[config.mk]
export PLATFORM = sky130hd
export DESIGN_NAME = hd44780_textbuf
export DESIGN_NICKNAME = d
export VERILOG_FILES = /design/src/rtl/hd44780_pkg.sv /design/src/rtl/hd44780_textbuf_mem.sv /design/src/rtl/hd44780_textbuf.sv
export SDC_FILE = /design/constraint.sdc
export NUM_CORES = 1
export LEC_CHECK = 0
export ABC_AREA = 1
export ABC_CLOCK_PERIOD_IN_PS = 23300
export CAP_MARGIN = 10
export CORE_MARGIN = 2
export CORE_UTILIZATION = 35
export DETAILED_ROUTE_END_ITERATION = 8
export MAX_ROUTING_LAYER = met4
export PLACE_DENSITY = 0.58
export SYNTH_ARGS = -nofsm -noshare
export SYNTH_HDL_FRONTEND = slang
export SYNTH_SLANG_ARGS = --single-unit
[constraint.sdc]
create_clock -name clk -period 23.3 [get_ports clk]
set_clock_uncertainty 0.15 [all_clocks]
set_input_delay 2.33 -clock clk [delete_from_list [all_inputs] [get_ports clk]]
set_output_delay 2.33 -clock clk [all_outputs]
set_load 0.05 [all_outputs]
[src/rtl/hd44780_pkg.sv]
// Shared constants for the HD44780 character path: control codes and
// the text buffer sequencer states.
package hd44780_pkg;

  localparam logic [7:0] CHR_BS       = 8'h08;
  localparam logic [7:0] CHR_LF       = 8'h0A;
  localparam logic [7:0] CHR_FF       = 8'h0C;
  localparam logic [7:0] CHR_CR       = 8'h0D;
  localparam logic [7:0] CHR_PRINT_LO = 8'h20;
  localparam logic [7:0] CHR_PRINT_HI = 8'h7E;

  typedef enum logic [1:0] {
    ST_IDLE   = 2'd0,
    ST_CLEAR  = 2'd1,
    ST_SCROLL = 2'd2
  } textbuf_state_e;

endpackage

[src/rtl/hd44780_textbuf_mem.sv]
// Character store for the text buffer: one write port, a driver lookup
// port and a scroll source port, both reads combinational.
module hd44780_textbuf_mem #(
  parameter int         COLS = 16,
  parameter int         ROWS = 2,
  parameter logic [7:0] FILL = 8'h20,
  parameter int         IW   = $clog2(ROWS*COLS+1)
) (
  input  logic          clk,
  input  logic          rst,
  input  logic          we,
  input  logic [IW-1:0] waddr,
  input  logic [7:0]    wdata,
  input  logic [7:0]    raddr,
  output logic [7:0]    rdata,
  input  logic [IW-1:0] saddr,
  output logic [7:0]    sdata
);

  localparam int N = ROWS*COLS;

  logic [7:0] cells [N];

  generate
    for (genvar gi = 0; gi < N; gi++) begin : g_cell
      logic [7:0] cell_reg;
      always_ff @(posedge clk or posedge rst) begin
        if (rst)
          cell_reg <= FILL;
        else if (we && (32'(waddr) == gi))
          cell_reg <= wdata;
      end
      assign cells[gi] = cell_reg;
    end
  endgenerate

  // Out-of-range lookups read as blank so the driver can scan a full 8-bit space.
  always_comb begin
    rdata = FILL;
    sdata = FILL;
    for (int k = 0; k < N; k++) begin
      if (32'(raddr) == k) rdata = cells[k];
      if (32'(saddr) == k) sdata = cells[k];
    end
  end

endmodule

[src/rtl/hd44780_textbuf.sv]
// Text frame buffer in front of the HD44780 driver: interprets a byte
// stream, manages the cursor, clear/scroll sweeps and redraw requests.
module hd44780_textbuf import hd44780_pkg::*; #(
  parameter int         COLS = 16,
  parameter int         ROWS = 2,
  parameter logic [7:0] FILL = 8'h20,
  localparam int        RW   = (ROWS > 1) ? $clog2(ROWS) : 1,
  localparam int        CW   = (COLS > 1) ? $clog2(COLS) : 1
) (
  input  logic          clk,
  input  logic          rst,
  input  logic          wr_valid,
  input  logic [7:0]    wr_char,
  output logic          wr_ready,
  input  logic [7:0]    idataaddr,
  output logic [7:0]    idata,
  input  logic          busy,
  output logic          trg,
  output logic [RW-1:0] cur_row,
  output logic [CW-1:0] cur_col
);

  localparam int N       = ROWS*COLS;
  localparam int IW      = $clog2(N+1);
  localparam int SRC_LIM = (ROWS-1)*COLS;

  textbuf_state_e state_reg, state_next;
  logic [RW-1:0]  row_reg, row_next;
  logic [CW-1:0]  col_reg, col_next;
  logic [IW-1:0]  i_reg, i_next;
  logic           dirty_reg, dirty_next;
  logic           trg_reg, trg_next;

  logic           mem_we;
  logic [IW-1:0]  mem_waddr;
  logic [7:0]     mem_wdata;
  logic [7:0]     src_data;
  logic [IW-1:0]  cur_idx;
  logic [IW-1:0]  src_idx;
  logic           last_col, last_row, last_cell;

  assign cur_idx   = IW'(32'(row_reg)*COLS + 32'(col_reg));
  assign src_idx   = IW'(32'(i_reg) + COLS);
  assign last_col  = (col_reg == CW'(COLS-1));
  assign last_row  = (row_reg == RW'(ROWS-1));
  assign last_cell = (i_reg == IW'(N-1));

  hd44780_textbuf_mem #(
    .COLS (COLS),
    .ROWS (ROWS),
    .FILL (FILL),
    .IW   (IW)
  ) u_mem (
    .clk   (clk),
    .rst   (rst),
    .we    (mem_we),
    .waddr (mem_waddr),
    .wdata (mem_wdata),
    .raddr (idataaddr),
    .rdata (idata),
    .saddr (src_idx),
    .sdata (src_data)
  );

  always_comb begin
    state_next = state_reg;
    row_next   = row_reg;
    col_next   = col_reg;
    i_next     = i_reg;
    dirty_next = dirty_reg;
    trg_next   = 1'b0;
    mem_we     = 1'b0;
    mem_waddr  = cur_idx;
    mem_wdata  = FILL;
    case (state_reg)
      ST_IDLE: begin
        // Holding off on trg_reg keeps requests apart until busy is seen afresh.
        trg_next = dirty_reg && !busy && !trg_reg;
        if (trg_next) dirty_next = 1'b0;
        if (wr_valid) begin
          if (wr_char >= CHR_PRINT_LO && wr_char <= CHR_PRINT_HI) begin
            mem_we     = 1'b1;
            mem_wdata  = wr_char;
            dirty_next = 1'b1;
            if (!last_col) begin
              col_next = col_reg + CW'(1);
            end else begin
              col_next = '0;
              if (!last_row) row_next = row_reg + RW'(1);
              else begin
                state_next = ST_SCROLL;
                i_next     = '0;
              end
            end
          end else begin
            case (wr_char)
              CHR_CR: col_next = '0;
              CHR_LF: begin
                col_next = '0;
                if (!last_row) row_next = row_reg + RW'(1);
                else begin
                  state_next = ST_SCROLL;
                  i_next     = '0;
                end
              end
              CHR_FF: begin
                row_next   = '0;
                col_next   = '0;
                state_next = ST_CLEAR;
                i_next     = '0;
              end
              CHR_BS: begin
                if (col_reg != '0) begin
                  col_next   = col_reg - CW'(1);
                  mem_we     = 1'b1;
                  mem_waddr  = cur_idx - IW'(1);
                  dirty_next = 1'b1;
                end
              end
              default: ;
            endcase
          end
        end
      end
      ST_CLEAR, ST_SCROLL: begin
        mem_we    = 1'b1;
        mem_waddr = i_reg;
        if (state_reg == ST_SCROLL && 32'(i_reg) < SRC_LIM) mem_wdata = src_data;
        if (last_cell) begin
          state_next = ST_IDLE;
          dirty_next = 1'b1;
          i_next     = '0;
        end else begin
          i_next = i_reg + IW'(1);
        end
      end
      default: state_next = ST_IDLE;
    endcase
  end

  always_ff @(posedge clk or posedge rst) begin
    if (rst) begin
      state_reg <= ST_IDLE;
      row_reg   <= '0;
      col_reg   <= '0;
      i_reg     <= '0;
      dirty_reg <= 1'b1;
      trg_reg   <= 1'b0;
    end else begin
      state_reg <= state_next;
      row_reg   <= row_next;
      col_reg   <= col_next;
      i_reg     <= i_next;
      dirty_reg <= dirty_next;
      trg_reg   <= trg_next;
    end
  end

  assign wr_ready = (state_reg == ST_IDLE);
  assign trg      = trg_reg;
  assign cur_row  = row_reg;
  assign cur_col  = col_reg;

endmodule

# After elaboration in Yosys (flattened, before gate mapping)
# Index checks and enable logic that the tools add are counted.
[word_totals] ff_bits=271 output_inout_bits=15 in_bits=20 word_cells=316
[op_classes] n_mux=108 order_cmp=3 n_reduce_logical=53 n_addsub=7 n_eq_ne=107
[op_table] op="2-to-1 mux 8 bit" count=67
[op_table] op="== test 6 x 5 -> 1 bit, second input constant" count=33
[op_table] op="== test 8 x 5 -> 1 bit, second input constant" count=16
[op_table] op="== test 6 x 4 -> 1 bit, second input constant" count=16
[op_table] op="== test 8 x 4 -> 1 bit, second input constant" count=12
[op_table] op="2-to-1 mux 6 bit" count=9
[op_table] op="== test 6 x 3 -> 1 bit, second input constant" count=8
[op_table] op="logical AND 1 bit" count=36
[op_table] op="one-hot mux 6 bit (2 select lines)" count=3
[op_table] op="== test 8 x 3 -> 1 bit, second input constant" count=4
[op_table] op="== test 6 x 2 -> 1 bit, second input constant" count=4
[op_table] op="== test 8 x 2 -> 1 bit, second input constant" count=2
[op_table] op="one-hot mux 8 bit (2 select lines)" count=1
[op_table] op="AND reduction 4 bit" count=4
[op_table] op="2-to-1 mux 1 bit" count=14
[op_table] op="== test 6 x 1 -> 1 bit, second input constant" count=2
[op_table] op="logical NOT 6 bit" count=2
[op_table] op="2-to-1 mux 4 bit" count=3
[op_table] op="2-to-1 mux 2 bit" count=5
[op_table] op="== test 8 x 1 -> 1 bit, second input constant" count=1
[op_table] op="greater-or-equal comparator 8 x 6 -> 1 bit, second input constant" count=1
[op_table] op="<= comparator 8 x 7 -> 1 bit, second input constant" count=1
[op_table] op="logical NOT 8 bit" count=1
[op_table] op="one-hot mux 2 bit (2 select lines)" count=2
[op_table] op="24 further kinds" count=31

# Longest topological paths before layout
# Gate-level depths: netlist of run 1.
[logic_depth] depth_word=36 ltp_mapped=44 depth_no_buf=42

# Hierarchy
# From an unflattened synthesis of run 1, not the netlist that was laid out.
[hier_totals] hier_cells=2295 hier_area_um2=15806.4
[modules_own_cells] mod="hd44780_textbuf_mem" n_inst=1 area_each_um2=14098.5 cells_per_inst=2024 seq_area_each_um2=6446.2
[modules_own_cells] mod="hd44780_textbuf" n_inst=1 area_each_um2=1707.9 cells_per_inst=271 seq_area_each_um2=376.6

# Least setup slack after synthesis of run 1
# OpenSTA, ideal clock, no wires.
[synth_path] path_kind="input -> output" from="input idataaddr[0]" to="output idata[5]" path_slack_ns=15.791 arrival_time_ns=5.029 required_time_ns=20.820 cell_stages=21 n_path_buf=0 cell_sequence="nor2_1 inv_1 nor2_1 inv_1 nor2_1 a21oi_1 o21ai_0 o21ai_0 nor3_1 o2111ai_1 o41ai_1 o211ai_1 nand2_1 nand2_1 nand2_1 nand2_1 nand2_1 nand3b_1 nand2_1 nand4_1 a21oi_1"
[synth_between] elab_chain_len=33 word_cells_on_any_way=64 classes_between="eq/ne (31); mux (32); reduce/logical (1)"
[synth_lines] element="start, declared" line_no="hd44780_textbuf.sv:15" source="input logic [7:0] idataaddr,"
[synth_lines] element="logical NOT 8 bit" line_no="hd44780_textbuf_mem.sv:42" source="if (32'(raddr) == k) rdata = cells[k];"
[synth_lines] element="2-to-1 mux 8 bit (31 in series)" line_no="hd44780_textbuf_mem.sv:42"
[synth_lines] element="2-to-1 mux 8 bit *" line_no="hd44780_textbuf_mem.sv:42"
[synth_lines] element="end, declared" line_no="hd44780_textbuf.sv:16" source="output logic [7:0] idata,"
# Mark *: on every way between the ends. The rest lies on a longest branch, timed or not.

# Final worst setup path of run 1
[layout_path] from="input idataaddr[4]" to="output idata[4]"
# The elaborated chain is that of the path after synthesis.

==> results.yml, run 1 <==
status:
  status: "finished clean"
floorplanning:
  die_h_um: 225
  std_cell_rows: 81
  start_util_pct: 35.2
  die_area_um2: 50700
  die_w_um: 225
  ios: 35
  core_area_um2: 48600
placed_design:
  post-place-cells: 3189
  port_buffers: 34
  place_congestion: 0.980
  pre_cts_slack_ns: 13.79
  place_area_um2: 17900
  dp_hpwl_um: 44800
sta:
  max_freq_ghz: 0.104
  setup-tns-final_ns: 0
  timing.final.crit_share_pct: 41.4
  slew_violations: 0
  min_period_ns: 9.64
  fin_hold_ws_ns: 0.319
  relSlewSlack_pct: 17.9
  worst_slew_pin_slew_ns: 1.23
  rsz0062_at_grt: "no"
  finalHoldViolations: 0
  setup_ws_ns: 13.66
  finalSetupViolations: 0
clock_network:
  hold_buffers: 0
  cts-resized-gates: 0
  htree_levels: 2
  clk_pin_slew_ns: 0.06
  cts_tree: "yes"
  cts_buffers: 34
  cts_root_buf: "clkbuf_16"
  insertion_delay_ns: 0.56
  post_cts_buffers: 0
  cts_buffer_depth: 3
  cts_sinks: 271
yosys:
  yosys_warnings: 0
  synth_nets: 2632
  synthCells: 2603
  ys.flop_type: "dfrtp_1"
  synth-async-reset-ratio_pct: 100
  synth_top_cell_by_area: "dfrtp_1"
  synth.ff_latch_count: 271
  netlist_area_um2: 17100
  synth.area.top_cells: "dfrtp_1, nand2_1, nand3_1"
  synth_top_area_share_pct: 34.8
  ys_types: 51
  synth_edf_count: 0
  synth-seq-area-share_pct: 39.8
  synth.avg_cell_area_um2: 6.58
routing:
  num_vias: 17300
  route.detailed.drc: 0
  viasPerCell: 5.33
  routed_wl_um: 64600
  wl_per_cell_um: 19.9
  drt_pass1_iterations: 5
  final_antenna_net_count: 0
  drt-initial-drc-count: 1794
final_layout:
  mostFrequentLayoutCells: "nand2_1, nand3_1, inv_1, dfrtp_1, nor2_1"
  largest_register_ffs: 256
  stdcell_count: 3251
  final_cell_area_um2: 19100
  antenna_cells: 0
  nets: 2632
  final_common_cell: "nand2_1"
  drive_gt1_share_pct: 6.54
  synthToLayoutAreaGrowth_pct: 11.6
job:
  drv_cap: 0
power_and_ir_drop:
  power_frac_clock_pct: 26.2
  leakage_uw: 0.00959
  power.density_nw_per_um2: 120
  ir_drop_uv: 89.9
  p_sw_share_pct: 46.3
  p_switching_uw: 1060
  comb_power_share_pct: 38.9
  internal_power_uw: 1230
  pwr-share-seq_pct: 34.9
worst_hold_path:
  min_path_type: "register to register"
setup_path:
  critical_path_arrival_ns: 7.16
  path_max_fanout: 16
  crit_type: "primary input to output port"
  endpoint_kind: "output port"
  critPathMaxStageDelay_ns: 0.72
  cp_slowest_cell: "clkdlybuf4s50_1"
  worstPathRequired_ns: 20.82
  path_cells: "clkdlybuf4s50_1, inv_1, nand3_1, inv_1, nand2_1, inv_1, a21oi_1, nand4_1, a21oi_1, nand4_1, o22ai_1, nand2_1, o21ai_0, nand3_1, a21oi_1, nand3_1, a221oi_1, o2111ai_1, a21oi_1, nand4_1, mux2i_1, nand4_1, clkdlybuf4s50_1"
  cp-start-kind: "primary input"
global_route:
  grt_util_all_layers_pct: 26.5
  met2_usage_pct: 41.1
  grt_pass1_vias: 16300
  grt_overflow: 0
  busiest_layer: "met2"
  antenna_found_initial: 0
  met1_usage_pct: 35.0
  grt_start_max_net_pins: 169
  grt_pass1_wl_um: 99200
  grt_use_met3_pct: 3.78
## worst max-delay path: cells and delay by family
family	cells	cell delay [ns]
AO/OA/AOI/OAI	8	1.68
AND/OR/NAND/NOR	9	1.46
multiplexers	1	0.14
buffers and inverters	5	1.54
## power groups by stage
stage / sequential (uW) / clock, uW / combinational [uW]
after floorplan: 741 / 0 / 629
after global placement: 803 / 0 / 871
after detailed placement: 800 / 0 / 881
after CTS: 796 / 610 / 883
after global routing: 814 / 628 / 977
final: 800 / 600 / 891
## logic make-up after synthesis
family,synth area share [%]
xor gates and xnor gates,0.102
DFF,39.8
adders and majority gates,0.658
buffers and inverters,9.39
muxes,0.0584
and+or+nand+nor,41.1
AOI/OAI and AO/OA,8.81
## path summary, 6_finish.rpt
| kind | from | endpoint | slack (ns) | depth (start not counted) |
|---|---|---|---|---|
| max | idataaddr[4] | idata[4] | 13.66 | 23 |
| min | u_mem.g_cell[22].cell_reg[5] | u_mem.g_cell[22].cell_reg[5] | 0.32 | 2 |
| max reg2reg | i_reg[0] | u_mem.g_cell[5].cell_reg[0] | 17.95 | 30 |
| min reg2reg | u_mem.g_cell[22].cell_reg[5] | u_mem.g_cell[22].cell_reg[5] | 0.32 | 2 |
| max in group asynchronous | rst | u_mem.g_cell[19].cell_reg[1] | 19.41 | 3 |
| min in group asynchronous | rst | u_mem.g_cell[4].cell_reg[1] | 2.14 | 2 |
## area by class of cell
cell class	instances	area [um2]
Tap cell	622	778
Inverter	291	1110
Multi-Input combinational cell	1959	8700
Fill cell	5181	29500
Sequential cell	271	6820
Timing Repair Buffer	46	443
Clock inverter	11	190
Clock buffer	51	1080
## Yosys cell counts (7+ instances only)
| cell type | n |
|---|---|
| nand2_2 | 9 |
| o21ai_1 | 8 |
| buf_1 | 14 |
| nor3_2 | 12 |
| nor2_1 | 201 |
| nor3_1 | 18 |
| o211ai_1 | 11 |
| dfrtp_1 | 238 |
| nor2_4 | 7 |
| nand2_1 | 1051 |
| o22ai_1 | 9 |
| a21oi_1 | 131 |
| inv_1 | 281 |
| clkbuf_1 | 33 |
| o21ai_0 | 82 |
| nand3_1 | 302 |
| dfstp_2 | 33 |
| nor2_2 | 18 |
| or2_2 | 13 |
| buf_6 | 24 |
| nand4_1 | 31 |
| ha_1 | 9 |
## metal layers
metal | part of all wire, % | up-vias
met3 | 6.4 | 138
met1 | 44 | 8245
met2 | 46 | 661
met4 | 3.8 | 0
met5 | 0 | -
li1 | - | 8282
## per-stage QoR
stage	util, %	total power (uW)
after CTS	39.3	2290
after floorplan	-	1370
after global routing	39.3	2420
final	39.3	2290
after global placement	36.7	1670
after detailed placement	36.7	1680
(Power assumes the default switching activity.)
==> run 2: changes to the inputs <==
--- a/config.mk
+++ b/config.mk
@@ -6,13 +6,13 @@
 export NUM_CORES = 1
 export LEC_CHECK = 0
 export ABC_AREA = 1
-export ABC_CLOCK_PERIOD_IN_PS = 23300
+export ABC_CLOCK_PERIOD_IN_PS = 8400
 export CAP_MARGIN = 10
 export CORE_MARGIN = 2
 export CORE_UTILIZATION = 35
 export DETAILED_ROUTE_END_ITERATION = 8
 export MAX_ROUTING_LAYER = met4
-export PLACE_DENSITY = 0.58
+export PLACE_DENSITY = 0.6
 export SYNTH_ARGS = -nofsm -noshare
 export SYNTH_HDL_FRONTEND = slang
 export SYNTH_SLANG_ARGS = --single-unit
==> constraint.sdc (replaced) <==
create_clock -name clk -period 8.4 [get_ports clk]
set_clock_uncertainty 0.15 [all_clocks]
set_input_delay 0.84 -clock clk [delete_from_list [all_inputs] [get_ports clk]]
set_output_delay 0.84 -clock clk [all_outputs]
set_load 0.05 [all_outputs]
==> run 2 against run 1 <==
Combinational power rose to 2.8 times the previous value. Sequential cell count is the same. Setup slack got worse by 12 ns. Largest power group unchanged. Clock-buffer cell count is 5 lower. Largest cell class unchanged. First-iteration DRC count is 11% higher. Worst hold slack better by 0.0017 ns.
==> results.yml, run 2 (same netlist as run 1, synthesis figures left out) <==
status:
  status: "finished clean"
sta:
  rsz0062_at_grt: "no"
  timing.final.crit_share_pct: 80.5
  fin_hold_ws_ns: 0.320
  worst_slew_pin_slew_ns: 1.18
  finalSetupViolations: 0
  slew_violations: 0
  setup-tns-final_ns: 0
  max_freq_ghz: 0.148
  finalHoldViolations: 0
  relSlewSlack_pct: 21.4
  min_period_ns: 6.76
power_and_ir_drop:
  ir_drop_uv: 213
  leakage_uw: 0.00947
  p_sw_share_pct: 47.2
  power.density_nw_per_um2: 324
  comb_power_share_pct: 40.2
  p_switching_uw: 2890
  internal_power_uw: 3230
  pwr-share-seq_pct: 36.2
  power_frac_clock_pct: 23.7
global_route:
  antenna_found_initial: 0
  grt_start_max_net_pins: 162
  grt_util_all_layers_pct: 25.8
  grt_pass1_wl_um: 98300
  grt_pass1_vias: 16400
  grt_overflow: 0
routing:
  routed_wl_um: 63600
  highest_layer: "met4"
  viasPerCell: 5.33
  route.detailed.drc: 0
  final_antenna_net_count: 0
  wl_per_cell_um: 19.6
  wl_met1_um: 28600
  met3_length_um: 3660
  drt_pass1_iterations: 5
  num_vias: 17300
  drt-initial-drc-count: 1994
  met2RoutedLength_um: 29800
clock_network:
  htree_levels: 1
  cts-resized-gates: 0
  cts_root_buf: "clkbuf_16"
  clk_pin_slew_ns: 0.06
  insertion_delay_ns: 0.60
  post_cts_buffers: 0
  cts_sinks: 271
  hold_buffers: 0
  cts_tree: "yes"
  cts_buffer_depth: 3
  cts_buffers: 31
setup_path:
  cp_slowest_cell: "clkdlybuf4s50_1"
  cp-start-kind: "primary input"
  path_cells: "clkdlybuf4s50_1, inv_1, nand3_1, inv_1, nand2_1, inv_1, a21oi_1, nand4_1, a21oi_1, o2111ai_1, a21oi_1, o21ai_0, a21oi_1, nand4_1, a221oi_1, nand4_1, a21oi_1, nand4_1, a21oi_1, nand3b_1, nand2_1, nand4_1, clkdlybuf4s50_1"
  path_max_fanout: 16
  endpoint_kind: "output port"
  critPathMaxStageDelay_ns: 0.72
  crit_top_cell: "a21oi_1"
  crit_type: "primary input to output port"
  critical_path_arrival_ns: 5.77
  timing.critical_path.buf_inv: 5
  worstPathRequired_ns: 7.41
  crit_family: "compound AO/OA/AOI/OAI gates"
floorplanning:
  ios: 35
  start_util_pct: 35.2
  die_area_um2: 50700
  die_h_um: 225
  std_cell_rows: 81
  die_w_um: 225
  core_area_um2: 48600
final_layout:
  mostFrequentLayoutCells: "nand2_1, nand3_1, inv_1, dfrtp_1, nor2_1"
  nets: 2629
  final.fill_count: 5211
  multi_input_area_um2: 8700
  largest_register_ffs: 256
  synthToLayoutAreaGrowth_pct: 10.5
  seqCellArea_um2: 6820
  antenna_cells: 0
  final_common_cell: "nand2_1"
  drive_gt1_share_pct: 6.25
placed_design:
  place_congestion: 0.989
  dp_hpwl_um: 44400
  port_buffers: 34
worst_hold_path:
  min_path_type: "register to register"
job:
  drv_cap: 0
-- run 2: cell count changes in the layout (fill, tap and decap cells not counted), sizes merged --
cell / change
clkinv: -1
clkinvlp: +3
bufinv: -1
clkbuf: -5
-- run 2: layout make-up --
| type | instances | area share [%] |
|---|---|---|
| Multi-Input combinational cell | 1959 | 46.0 |
| Sequential cell | 271 | 36.1 |
| Inverter | 291 | 5.83 |
| Clock buffer | 46 | 4.77 |
| Tap cell | 622 | 4.11 |
| Timing Repair Buffer | 46 | 2.34 |
| Clock inverter | 12 | 0.906 |
-- run 2: per-stage QoR --
step,worst slack [ns],util [%],cells,area (um2),power [uW]
after CTS,1.76,38.9,3247,18900,6110
after global placement,1.88,36.7,3189,17800,4600
after detailed placement,1.77,36.7,3189,17800,4640
final,1.64,38.9,3247,18900,6120
after global routing,1.24,38.9,3247,18900,6470
after floorplan,3.86,-,2603,17100,3800
-- run 2: final timing paths --
check / from / endpoint / slack [ns] / depth (start not counted)
max: idataaddr[4] / idata[0] / 1.64 / 23
min in group asynchronous: rst / u_mem.g_cell[7].cell_reg[1] / 0.72 / 3
min reg2reg: u_mem.g_cell[18].cell_reg[5] / u_mem.g_cell[18].cell_reg[5] / 0.32 / 2
min: u_mem.g_cell[18].cell_reg[5] / u_mem.g_cell[18].cell_reg[5] / 0.32 / 2
max reg2reg: i_reg[0] / u_mem.g_cell[11].cell_reg[0] / 3.11 / 30
max in group asynchronous: rst / u_mem.g_cell[23].cell_reg[2] / 5.94 / 4
-- run 2: power by group through the flow --
stage | sequential (uW) | clock, uW | combinational (uW)
floorplan | 2060 | 0 | 1750
global placement | 2220 | 0 | 2380
detailed placement | 2210 | 0 | 2430
CTS | 2210 | 1470 | 2430
global route | 2260 | 1520 | 2700
finish | 2210 | 1450 | 2460
-- run 2: layer usage --
layer / global-route usage [%] / vias to the layer above
met5: - / -
met4: 6.26 / 0
met3: 2.75 / 88
met2: 41.7 / 589
met1: 34.8 / 8367
li1: - / 8257
-- run 2: worst min-delay path: stages (launching register included) --
cell	delay, ns
dfstp_2	0.37
nand2_1	0.06
nand2_1	0.05
==> patch (config.mk and constraints of run 2) <==
Re-encode `textbuf_state_e` (3 states) as one-hot, 3 bits wide.
--- a/src/rtl/hd44780_pkg.sv
+++ b/src/rtl/hd44780_pkg.sv
@@ -11,6 +11,6 @@
 
-  typedef enum logic [1:0] {
-    ST_IDLE   = 2'd0,
-    ST_CLEAR  = 2'd1,
-    ST_SCROLL = 2'd2
+  typedef enum logic [2:0] {
+    ST_IDLE   = 3'b001,
+    ST_CLEAR  = 3'b010,
+    ST_SCROLL = 3'b100
   } textbuf_state_e;
Behaviour: same outputs for any inputs over 4 cycles, from zero or initial values and one cycle with rst high; so few cycles prove little.
==> patch against run 2 <==
  * Via count down 5.3%
  * Synthesized cell count fell by 3.4%
  * Power fell by 15%
  * Sequential cell count rose by 1
  * Cell area down 1.9%
  * Register-to-register slack got worse by 0.26 ns
  * Wire length is 2.5% lower
  * Synthesized area shrank 4.4%
  * Worst setup slack worse by 0.033 ns
  * Final cell count is 1.7% lower
  * Critical path type unchanged
  * Largest cell class unchanged
  * Highest routed layer unchanged
==> patch: results (changes against run 2) <==
stage;metric;value;unit;change
outcome;outcome;completed;;
drt;first_pass_iters;6;;+1
logic_synthesis;async_reset_ff_frac;1.00;;unchanged
layout;largest_reg_flops;256;;unchanged
logic_synthesis;ys.flop_type;dfrtp_1;;
placed_design;dp_cells;3132;;-1.8%
cts;cts_root_buf;clkbuf_16;;
power;peakVddDrop;0.172;mV;-19%
logic_synthesis;syn-num-nets;2541;;-3.5%
cts;cts_buffers;34;;+9.7%
cts;postCtsSetupBuffers;0;;unchanged
drt;first_iter_violations;1509;;-24%
global_route;gr-usage-all-layers;0.269;;+0.0113
global_route;grt_max_degree;166;;+2.5%
drt;dr_total_vias;16400;;-5.3%
critical_path;path_max_fanout;17;;+1
critical_path;crit_arrival;5.80;ns;+0.03 ns
cts;insertion_delay;0.56;ns;-0.04 ns
layout;nFillCells;4966;;-4.7%
placed_design;gp_congestion;1.01;;+1.8%
critical_path;cpMaxStageDelayCell;clkdlybuf4s50_1;;
sta;finalCritPeriodShare;0.809;;+0.00389
drt;wl_per_cell;19.4;um;-0.86%
global_route;grt_pass1_wl;95.4;mm;-2.9%
global_route;antenna_found_initial;0;;unchanged
cts;clockBufferDepth;3;;unchanged
critical_path;crit_family;simple AND/OR/NAND/NOR gates;;
power;power_leakage;9.48;nW;about the same
critical_path;crit_path_max_incr_delay;0.69;ns;-0.03 ns
cts;clk_pin_slew_worst_paths;0.06;ns;about the same
layout;num_antenna_cells;0;;unchanged
cts;ctsHtreeMaxLevel;2;;+1
logic_synthesis;synthTopCellsByArea;dfrtp_1 36%, nand2_1 27%, inv_1 6.5%;;
placed_design;dp.final_hpwl;45.9;mm;+3.5%
sta;tightest_slew;1.13;ns;-0.0458 ns
layout;drive_gt1_frac;0.0623;;-0.000218
logic_synthesis;synth.distinct_cells;48;;-5.9%
logic_synthesis;synth_warnings;0;;unchanged
logic_synthesis;synth.top_cells.by_count;1194 x nand2_1, 282 x inv_1, 244 x nor2_1;;
hold_path;hp-class;reg -> reg;;
cts;cts-resized-gates;0;;unchanged
logic_synthesis;ys_seq_area_frac;0.418;;+0.0201
critical_path;rrSetupSlack;2.85;ns;-0.26 ns
sta;fin_tns_setup;0;ns;unchanged
logic_synthesis;avgSynthCellArea;6.51;sq um;-1.1%
placed_design;place_area;17400;sq um;-2.7%
placed_design;place.port_buffers;34;;unchanged
layout;finalNonFillerCells;3193;;-1.7%
placed_design;place_ws;1.74;ns;-0.0314 ns
layout;nNetsFinal;2587;;-1.6%
-- patch: metal layers --
layer	vias to the layer above	GRT usage	share of wire
met3	118	0.0334	0.052
met4	0	0.0888	0.032
met1	7859	0.348	0.45
met5	-	-	0
li1	7898	-	-
met2	509	0.438	0.47
-- patch: kinds of logic after synthesis --
logic type / after synthesis / share of synthesized area
AND/OR/NAND/NOR: 1645 / 0.403
adder cells (fa/ha/maj): 6 / 0.00459
AO/OA/AOI/OAI: 253 / 0.0884
XOR/XNOR: 1 / 0.000535
buffers and inverters: 337 / 0.0839
flip-flops: 272 / 0.418
multiplexers: 1 / 0.000688
-- patch: stage by stage --
stage | total power, mW | utilization | hold WS, ns
after detailed placement | 3.61 | 0.374 | 0.298
final | 5.21 | 0.400 | 0.299
after floorplan | 2.96 | - | 0.298
after global routing | 5.52 | 0.400 | 0.332
after CTS | 5.23 | 0.400 | 0.306
after global placement | 3.58 | 0.374 | 0.297
-- patch: power by group --
part           leakage (nW)  total, mW  switching [mW]  internal [mW]
clock                 0.585       1.61           0.611          0.996
sequential             3.59       1.99           0.340           1.65
combinational          5.30       1.61            1.15          0.464
-- patch: layout make-up --
cell class	instances	area [sq um]	area share
Clock inverter	14	233	0.0125
Tap cell	607	759	0.0409
Inverter	293	1100	0.0594
Multi-Input combinational cell	1906	8150	0.439
Clock buffer	47	971	0.0523
Timing Repair Buffer	54	503	0.0271
Sequential cell	272	6850	0.369
-- patch: final timing paths --
kind / startpoint / to / cells after the start
setup reg to reg: i_reg[3] / u_mem.g_cell[17].cell_reg[1] / 37
min in group asynchronous: rst / u_mem.g_cell[6].cell_reg[6] / 2
max in group asynchronous: rst / u_mem.g_cell[29].cell_reg[7] / 3
setup / recovery: idataaddr[7] / idata[6] / 25
hold reg to reg: trg / trg / 1
hold / removal: trg / trg / 1
